==> config.mk <==
export PLATFORM = sky130hd
export DESIGN_NAME = reg_file_mp_flat
export DESIGN_NICKNAME = d
export VERILOG_FILES = /design/src/rtl/reg_file_mp_pkg.sv /design/src/rtl/reg_file_mp_if.sv /design/src/rtl/reg_file_mp_scoreboard.sv /design/src/rtl/reg_file_mp.sv /design/src/flat_wrapper.sv
export SDC_FILE = /design/constraint.sdc
export NUM_CORES = 1
export LEC_CHECK = 0
export BUFFER_PORTS_ARGS = -buffer_cell sky130_fd_sc_hd__buf_2
export CAP_MARGIN = 15
export CORE_ASPECT_RATIO = 1.1
export CORE_MARGIN = 4
export CORE_UTILIZATION = 27
export CTS_BUF_LIST = sky130_fd_sc_hd__clkbuf_4 sky130_fd_sc_hd__clkbuf_8
export CTS_CLUSTER_DIAMETER = 40
export CTS_CLUSTER_SIZE = 8
export DETAILED_ROUTE_END_ITERATION = 10
export HOLD_SLACK_MARGIN = 0.08
export PLACE_DENSITY_LB_ADDON = 0.2
export SYNTH_ARGS = -nofsm -noshare
export SYNTH_HDL_FRONTEND = slang
export SYNTH_SLANG_ARGS = --single-unit
==> constraint.sdc <==
create_clock -name clk -period 2.7 [get_ports clk]
set_input_delay 0.405 -clock clk [delete_from_list [all_inputs] [get_ports clk]]
set_output_delay 0.405 -clock clk [all_outputs]
set_load 0.05 [all_outputs]
==> src/rtl/reg_file_mp_pkg.sv <==
// Shared defaults for the multi-port register file and its scoreboard.
package reg_file_mp_pkg;
   localparam int DEF_WIDTH = 16;
   localparam int DEF_DEPTH = 16;
   localparam int DEF_AW    = 4;
   localparam int DEF_NR    = 2;
   localparam int DEF_NW    = 2;
endpackage

==> src/rtl/reg_file_mp_if.sv <==
// Read, write and scoreboard-set bus between the datapath and the register file.
interface reg_file_mp_if #(
   parameter int WIDTH = 16,
   parameter int AW    = 4,
   parameter int NR    = 2,
   parameter int NW    = 2
);
   logic [NR*AW-1:0]    rd_addr;
   logic [NR*WIDTH-1:0] rd_data;
   logic [NR-1:0]       rd_busy;
   logic [NW-1:0]       wr_en;
   logic [NW*AW-1:0]    wr_addr;
   logic [NW*WIDTH-1:0] wr_data;
   logic                sb_set_en;
   logic [AW-1:0]       sb_set_addr;
   logic                any_busy;

   modport master (
      output rd_addr, wr_en, wr_addr, wr_data, sb_set_en, sb_set_addr,
      input  rd_data, rd_busy, any_busy
   );

   modport slave (
      input  rd_addr, wr_en, wr_addr, wr_data, sb_set_en, sb_set_addr,
      output rd_data, rd_busy, any_busy
   );
endinterface

==> src/rtl/reg_file_mp_scoreboard.sv <==
// Per-register pending bits: any write clears, an issue sets, set beats clear on the same register.
module reg_file_mp_scoreboard
   import reg_file_mp_pkg::*;
#(
   parameter int DEPTH     = DEF_DEPTH,
   parameter int AW        = DEF_AW,
   parameter int NW        = DEF_NW,
   parameter bit ZERO_REG0 = 1'b0
) (
   input  logic             clk,
   input  logic             rst,
   input  logic [NW-1:0]    wr_en,
   input  logic [NW*AW-1:0] wr_addr,
   input  logic             sb_set_en,
   input  logic [AW-1:0]    sb_set_addr,
   output logic [DEPTH-1:0] busy,
   output logic             any_busy
);

   logic [DEPTH-1:0] busy_q;
   logic [DEPTH-1:0] busy_d;

   always_comb begin
      busy_d = busy_q;
      for (int w = 0; w < NW; w++) begin
         if (wr_en[w]) busy_d[wr_addr[w*AW +: AW]] = 1'b0;
      end
      if (sb_set_en) busy_d[sb_set_addr] = 1'b1;
      if (ZERO_REG0) busy_d[0] = 1'b0;
   end

   always_ff @(posedge clk) begin
      if (rst) busy_q <= '0;
      else     busy_q <= busy_d;
   end

   assign busy     = busy_q;
   assign any_busy = |busy_q;

endmodule

==> src/rtl/reg_file_mp.sv <==
// Multi-port register file with write-port priority, optional same-cycle bypass and busy scoreboard.
module reg_file_mp
   import reg_file_mp_pkg::*;
#(
   parameter int                   WIDTH     = DEF_WIDTH,
   parameter int                   DEPTH     = DEF_DEPTH,
   parameter int                   AW        = $clog2(DEPTH),
   parameter int                   NR        = DEF_NR,
   parameter int                   NW        = DEF_NW,
   parameter bit                   BYPASS    = 1'b1,
   parameter bit                   ZERO_REG0 = 1'b0,
   parameter logic [DEPTH*WIDTH-1:0] RST_VALS = '0
) (
   input logic          clk,
   input logic          rst,
   reg_file_mp_if.slave bus
);

   logic [WIDTH-1:0] regs [DEPTH];
   logic [DEPTH-1:0] busy;

   // Later ports overwrite earlier ones in the loop, so the highest index wins a collision.
   always_ff @(posedge clk) begin
      if (rst) begin
         for (int i = 0; i < DEPTH; i++) regs[i] <= RST_VALS[i*WIDTH +: WIDTH];
      end else begin
         for (int w = 0; w < NW; w++) begin
            if (bus.wr_en[w] && !(ZERO_REG0 && bus.wr_addr[w*AW +: AW] == '0))
               regs[bus.wr_addr[w*AW +: AW]] <= bus.wr_data[w*WIDTH +: WIDTH];
         end
      end
   end

   reg_file_mp_scoreboard #(
      .DEPTH     (DEPTH),
      .AW        (AW),
      .NW        (NW),
      .ZERO_REG0 (ZERO_REG0)
   ) u_sb (
      .clk         (clk),
      .rst         (rst),
      .wr_en       (bus.wr_en),
      .wr_addr     (bus.wr_addr),
      .sb_set_en   (bus.sb_set_en),
      .sb_set_addr (bus.sb_set_addr),
      .busy        (busy),
      .any_busy    (bus.any_busy)
   );

   for (genvar p = 0; p < NR; p++) begin : g_rd
      logic [AW-1:0]    addr;
      logic [WIDTH-1:0] data;
      logic             bsy;
      logic             hit;

      assign addr = bus.rd_addr[p*AW +: AW];

      // A forwarded write retires the pending producer, unless a new one issues this cycle.
      always_comb begin
         data = regs[addr];
         bsy  = busy[addr];
         hit  = 1'b0;
         if (BYPASS) begin
            for (int w = 0; w < NW; w++) begin
               if (bus.wr_en[w] && bus.wr_addr[w*AW +: AW] == addr) begin
                  data = bus.wr_data[w*WIDTH +: WIDTH];
                  hit  = 1'b1;
               end
            end
            if (hit && !(bus.sb_set_en && bus.sb_set_addr == addr)) bsy = 1'b0;
         end
         if (ZERO_REG0 && addr == '0) begin
            data = '0;
            bsy  = 1'b0;
         end
      end

      assign bus.rd_data[p*WIDTH +: WIDTH] = data;
      assign bus.rd_busy[p]                = bsy;
   end

endmodule

==> src/flat_wrapper.sv <==
// flat-port wrapper written by rule: the top's interface ports become plain ports
module reg_file_mp_flat import reg_file_mp_pkg::*;
#(
   parameter int                   WIDTH     = DEF_WIDTH,
   parameter int                   DEPTH     = DEF_DEPTH,
   parameter int                   AW        = $clog2(DEPTH),
   parameter int                   NR        = DEF_NR,
   parameter int                   NW        = DEF_NW,
   parameter bit                   BYPASS    = 1'b1,
   parameter bit                   ZERO_REG0 = 1'b0,
   parameter logic [DEPTH*WIDTH-1:0] RST_VALS = '0
)
  (clk, rst, bus_rd_addr, bus_wr_en, bus_wr_addr, bus_wr_data, bus_sb_set_en, bus_sb_set_addr, bus_rd_data, bus_rd_busy, bus_any_busy);
  reg_file_mp_if #(.WIDTH(WIDTH), .AW(AW), .NR(NR), .NW(NW)) bus_i ();
  input logic clk;
  input logic rst;
  input wire logic [$bits(bus_i.rd_addr)-1:0] bus_rd_addr;
  input wire logic [$bits(bus_i.wr_en)-1:0] bus_wr_en;
  input wire logic [$bits(bus_i.wr_addr)-1:0] bus_wr_addr;
  input wire logic [$bits(bus_i.wr_data)-1:0] bus_wr_data;
  input wire logic [$bits(bus_i.sb_set_en)-1:0] bus_sb_set_en;
  input wire logic [$bits(bus_i.sb_set_addr)-1:0] bus_sb_set_addr;
  output wire logic [$bits(bus_i.rd_data)-1:0] bus_rd_data;
  output wire logic [$bits(bus_i.rd_busy)-1:0] bus_rd_busy;
  output wire logic [$bits(bus_i.any_busy)-1:0] bus_any_busy;
  assign bus_i.rd_addr = bus_rd_addr;
  assign bus_i.wr_en = bus_wr_en;
  assign bus_i.wr_addr = bus_wr_addr;
  assign bus_i.wr_data = bus_wr_data;
  assign bus_i.sb_set_en = bus_sb_set_en;
  assign bus_i.sb_set_addr = bus_sb_set_addr;
  assign bus_rd_data = bus_i.rd_data;
  assign bus_rd_busy = bus_i.rd_busy;
  assign bus_any_busy = bus_i.any_busy;
  reg_file_mp #(.WIDTH(WIDTH), .DEPTH(DEPTH), .AW(AW), .NR(NR), .NW(NW), .BYPASS(BYPASS), .ZERO_REG0(ZERO_REG0), .RST_VALS(RST_VALS)) u_core (.clk(clk), .rst(rst), .bus(bus_i));
endmodule
Word-level counts from Yosys, hierarchy flattened
Memory sizes are Yosys's and may differ from the RTL's. Index checks and enable logic that the tools add are counted.

Magnitude comparators: 8. Equality and inequality tests: 6. Muxes and demuxes: 37. Bitwise logic cells: 5. Reductions and logical operators: 16.

Operator list (number): $mux W16 (9); $reduce_or A16 Y1 (3); $and A16 B16 Y16 (2); $not A16 Y16 (2); $lt A4 B5 Y1 const B (5); $eq A4 B4 Y1 (6); $mux W1 (21); $or A16 B16 Y16 (1); $demux W1 S4 (3); $ge A4 B1 Y1 const B (3); $logic_and A1 B1 Y1 (11); $bmux W1 S4 (2); $mux W4 (2); $logic_not A1 Y1 (2).

Register bits: 16. Memory bits (writable): 256. Bits of input ports: 57. Output and inout port bits: 35. Logic and storage cells: 74. Memories kept: 1.

Memory list: u_core.regs (words 16, width 16, read ports 2, clocked after Yosys merged registers in 0, write ports 16, RTL line reg_file_mp.sv:19) `logic [WIDTH-1:0] regs [DEPTH];`.

Longest topological paths before layout
Depth in word-level cells: 11. Mapped depth: 9.

By module
From an unflattened synthesis, not the netlist that was laid out.

Cell total of the unflattened synthesis: 1305. Area total of the unflattened synthesis: 17075.1 um2.

Modules (own cells, without submodules): reg_file_mp (instances 1, cells each 1211, area an instance 16253.1 um2, sequential area each 7687.4 um2); reg_file_mp_scoreboard (instances 1, cells each 94, area an instance 822.0 um2, sequential area each 320.3 um2).

Least setup slack after synthesis
OpenSTA, ideal clock, no wires.

Path type: input to output. From: input bus_rd_addr[4]. To: output bus_rd_data[23]. Arrival time: 2.273 ns. Data required time: 2.295 ns. Setup slack: 0.022 ns. Stages: 7. Buffers on the path: 3. Path through: buf_2 -> buf_2 -> buf_1 -> mux2i_1 -> nor2_1 -> or4_1 -> o221a_2.

Cells in the longest elaborated chain, start to end: 4.

RTL lines: start: declaration (RTL line flat_wrapper.sv:17) `input wire logic [$bits(bus_i.rd_addr)-1:0] bus_rd_addr;`; parallel branches: the longest is 3 deep, another holds $mem_v2 Z16 W16; $mux W16 * (RTL line reg_file_mp.sv:65) `if (bus.wr_en[w] && bus.wr_addr[w*AW +: AW] == addr) begin`; end: declaration (RTL line flat_wrapper.sv:23) `output wire logic [$bits(bus_i.rd_data)-1:0] bus_rd_data;`.

Mark *: on every way between the ends.

==> flow_summary.json <==
{
  "cp.arrival_ps": 2610,
  "finalCritPeriodShare": 1.12,
  "synth-seq-cells": 272,
  "drive_gt1_frac": 0.391,
  "synth_common_cells": "256 x a22o_1, 256 x edfxtp_1, 106 x mux4_2",
  "clockRootBuffer": "clkbuf_8",
  "finalMaxSlewViolations": 0,
  "final_core_utilization": 0.345,
  "cp.required_ps": 2300,
  "tritoncts.num_buffers": 49,
  "fmax_ghz": 0.331,
  "yosys-top-cells-area": "edfxtp_1 45%, mux4_2 14%, a22o_1 13%",
  "maxCapViolCount": 0,
  "final_hold_viol_count": 0,
  "failed_checks": "negative setup slack",
  "final_cells": 2274,
  "firstDrtPassIters": 5,
  "cts_tree": "built",
  "r2r-start": "u_core.u_sb.busy[6]",
  "critPathLaunch": "u_core.regs[3][2]",
  "setup_ws_ps": -318,
  "syn_to_final_growth_pct": 25.5,
  "syn-cell-area_sq_mm": 0.0169,
  "power.density_mw_per_mm2": 578,
  "synth_cell_types": 48,
  "grt_usage": 0.201,
  "avgSynthCellArea_sq_um": 13.0,
  "drt_iter0_markers": 1272,
  "r2r_slack_ps": 1940,
  "pin_count": 92,
  "finalClockSkew_ps": 0,
  "fin_area_sq_mm": 0.0212,
  "p_seq_frac": 0.412,
  "worstSetupStartpointType": "flip-flop",
  "grt_pass1_vias": 13625,
  "rsz0062_at_grt": "yes",
  "dieArea_sq_mm": 0.0667,
  "leakagePower_nw": 7.36,
  "dpl.hpwl_microns": 45700,
  "post_drt_via_cell_ratio": 5.81,
  "fill_cells": 6049,
  "seq_area_frac_synth": 0.474,
  "p_clk_frac": 0.369,
  "core_area_sq_mm": 0.0616,
  "nets": 1474,
  "yosysTopAreaCell": "edfxtp_1",
  "yosysWarnings": 0,
  "gp_congestion": 0.847,
  "dieHeight_microns": 270,
  "clk_pin_slew_ps": 70,
  "critPathMaxFanout": 2,
  "synth_top_area_share": 0.455,
  "cts_setup_buffers": 0,
  "postRouteAntennaNets": 0,
  "die_x_microns": 247,
  "drt-wirelength-per-cell_microns": 30.1,
  "status": "finished, violations left",
  "synthFlopType": "edfxtp_1",
  "synth_edf_count": 256,
  "hold_class": "input port to flip-flop",
  "grt_max_degree": 32,
  "cts.sinks": 272,
  "hp-start": "bus_sb_set_addr[3]",
  "clk_path_buf_depth": 3,
  "syn_inst": 1305,
  "dpl_cell_area_sq_mm": 0.0196,
  "relSlewSlack": 0.490,
  "p_comb_frac": 0.219,
  "tightestPinTransition_ps": 763,
  "crit_path_end_kind": "output port",
  "routed_wirelength_microns": 68400,
  "drc": 0,
  "initial_utilization": 0.274,
  "fin_setup_tns_ps": -7760,
  "power_w": 0.0123,
  "switching_share": 0.289,
  "row_count": 95,
  "post-route-min-period_ps": 3020,
  "peakVddDrop_uv": 293,
  "dp.cells": 2190,
  "synthArstFlopShare": 0,
  "power_switching_w": 0.00355,
  "htreeDepth": 2,
  "grt.overflow.total": 0,
  "clk_latency_ps": 610,
  "setup_viol": 32,
  "antenna_found_initial": 2,
  "syn_nets": 1362,
  "worstSetupPathType": "flip-flop to output port",
  "grt_pass1_wl_microns": 98200,
  "p_int_w": 0.00872,
  "vias": 13218,
  "portBuffers": 91
}
==> power by group through the flow <==
stage / Combinational (W) / Sequential, W / Clock [W]
2_1_floorplan: 0.00149 / 0.00507 / 0
3_3_place_gp: 0.00246 / 0.00512 / 0
3_5_place_dp: 0.00245 / 0.00514 / 0
4_1_cts: 0.00265 / 0.00505 / 0.00461
5_1_grt: 0.00280 / 0.00508 / 0.00480
6_report: 0.00269 / 0.00505 / 0.00453
==> placed cells by master (no fill, tap or decap), drive strengths merged, types with 30 or more instances in the layout <==
| cell | n |
|---|---|
| mux2 | 62 |
| nor2 | 90 |
| mux2i | 32 |
| a22o | 256 |
| o221a | 32 |
| mux4 | 106 |
| buf | 237 |
| o22ai | 30 |
| edfxtp | 256 |
| or4 | 32 |
| o21ai | 39 |
| clkbuf | 62 |
==> cell type report <==
| class | instances | area (sq um) | share of cell area |
|---|---|---|---|
| tap | 824 | 1030 | 0.0486 |
| antenna | 1 | 2.50 | 0.000118 |
| sequential | 272 | 8020 | 0.378 |
| clock buffer | 62 | 785 | 0.0370 |
| clock inverter | 21 | 313 | 0.0147 |
| multi-input combinational | 848 | 8690 | 0.410 |
| timing repair buffer | 237 | 2340 | 0.111 |
| inverter | 9 | 33.8 | 0.00159 |
==> sequential cells by signal, indices dropped and copies added, names as in the netlist <==
register,flops
u_core.u_sb.busy,16
u_core.regs,256
==> through the flow <==
stage / setup WS (ps) / hold WS, ps
3_3_place_gp: -257 / 485
6_report: -318 / 163
4_1_cts: -331 / 135
5_1_grt: -381 / 158
3_5_place_dp: -233 / 495
2_1_floorplan: 22.0 / 465
==> cell families after synthesis <==
family	count (synthesis)	share of synthesized area
AOI/OAI and AO/OA	386	0.190
DFF	272	0.474
and+or+nand+nor	238	0.0750
muxes	200	0.202
buffers and inverters	185	0.0473
xor gates and xnor gates	24	0.0124
==> layer usage <==
layer | global-route usage | vias to the layer above | part of all wire | wire length (microns)
met3 | 0.0277 | 151 | 0.050 | 3410
met1 | 0.254 | 6930 | 0.41 | 27900
met4 | 0.0772 | 0 | 0.042 | 2880
li1 | - | 5627 | - | -
met5 | 0 | - | 0 | 0
met2 | 0.346 | 510 | 0.50 | 34200
==> what timing repair did <==
item | 4_1_cts | 5_1_grt
gates resized for setup | 95 | 25
pin swaps | 5 | 6
endpoints found under the setup margin | 34 | 34
hold buffers | 0 | 0
==> worst paths after layout <==
path                                             end  cells past startpoint
worst max-delay path                 bus_rd_data[18]                      6
worst min-delay path            u_core.u_sb.busy[14]                      3
worst max register to register   u_core.u_sb.busy[6]                      2
worst min register to register  u_core.u_sb.busy[11]                      2
==> critical path, cell delays in order, from the launching register on <==
cell,delay (ps)
edfxtp_1,410
mux4_2,470
mux2i_1,150
nor2_1,100
or4_1,520
o221a_4,170
buf_12,160
Note: power is estimated with default switching activity, not from simulation.
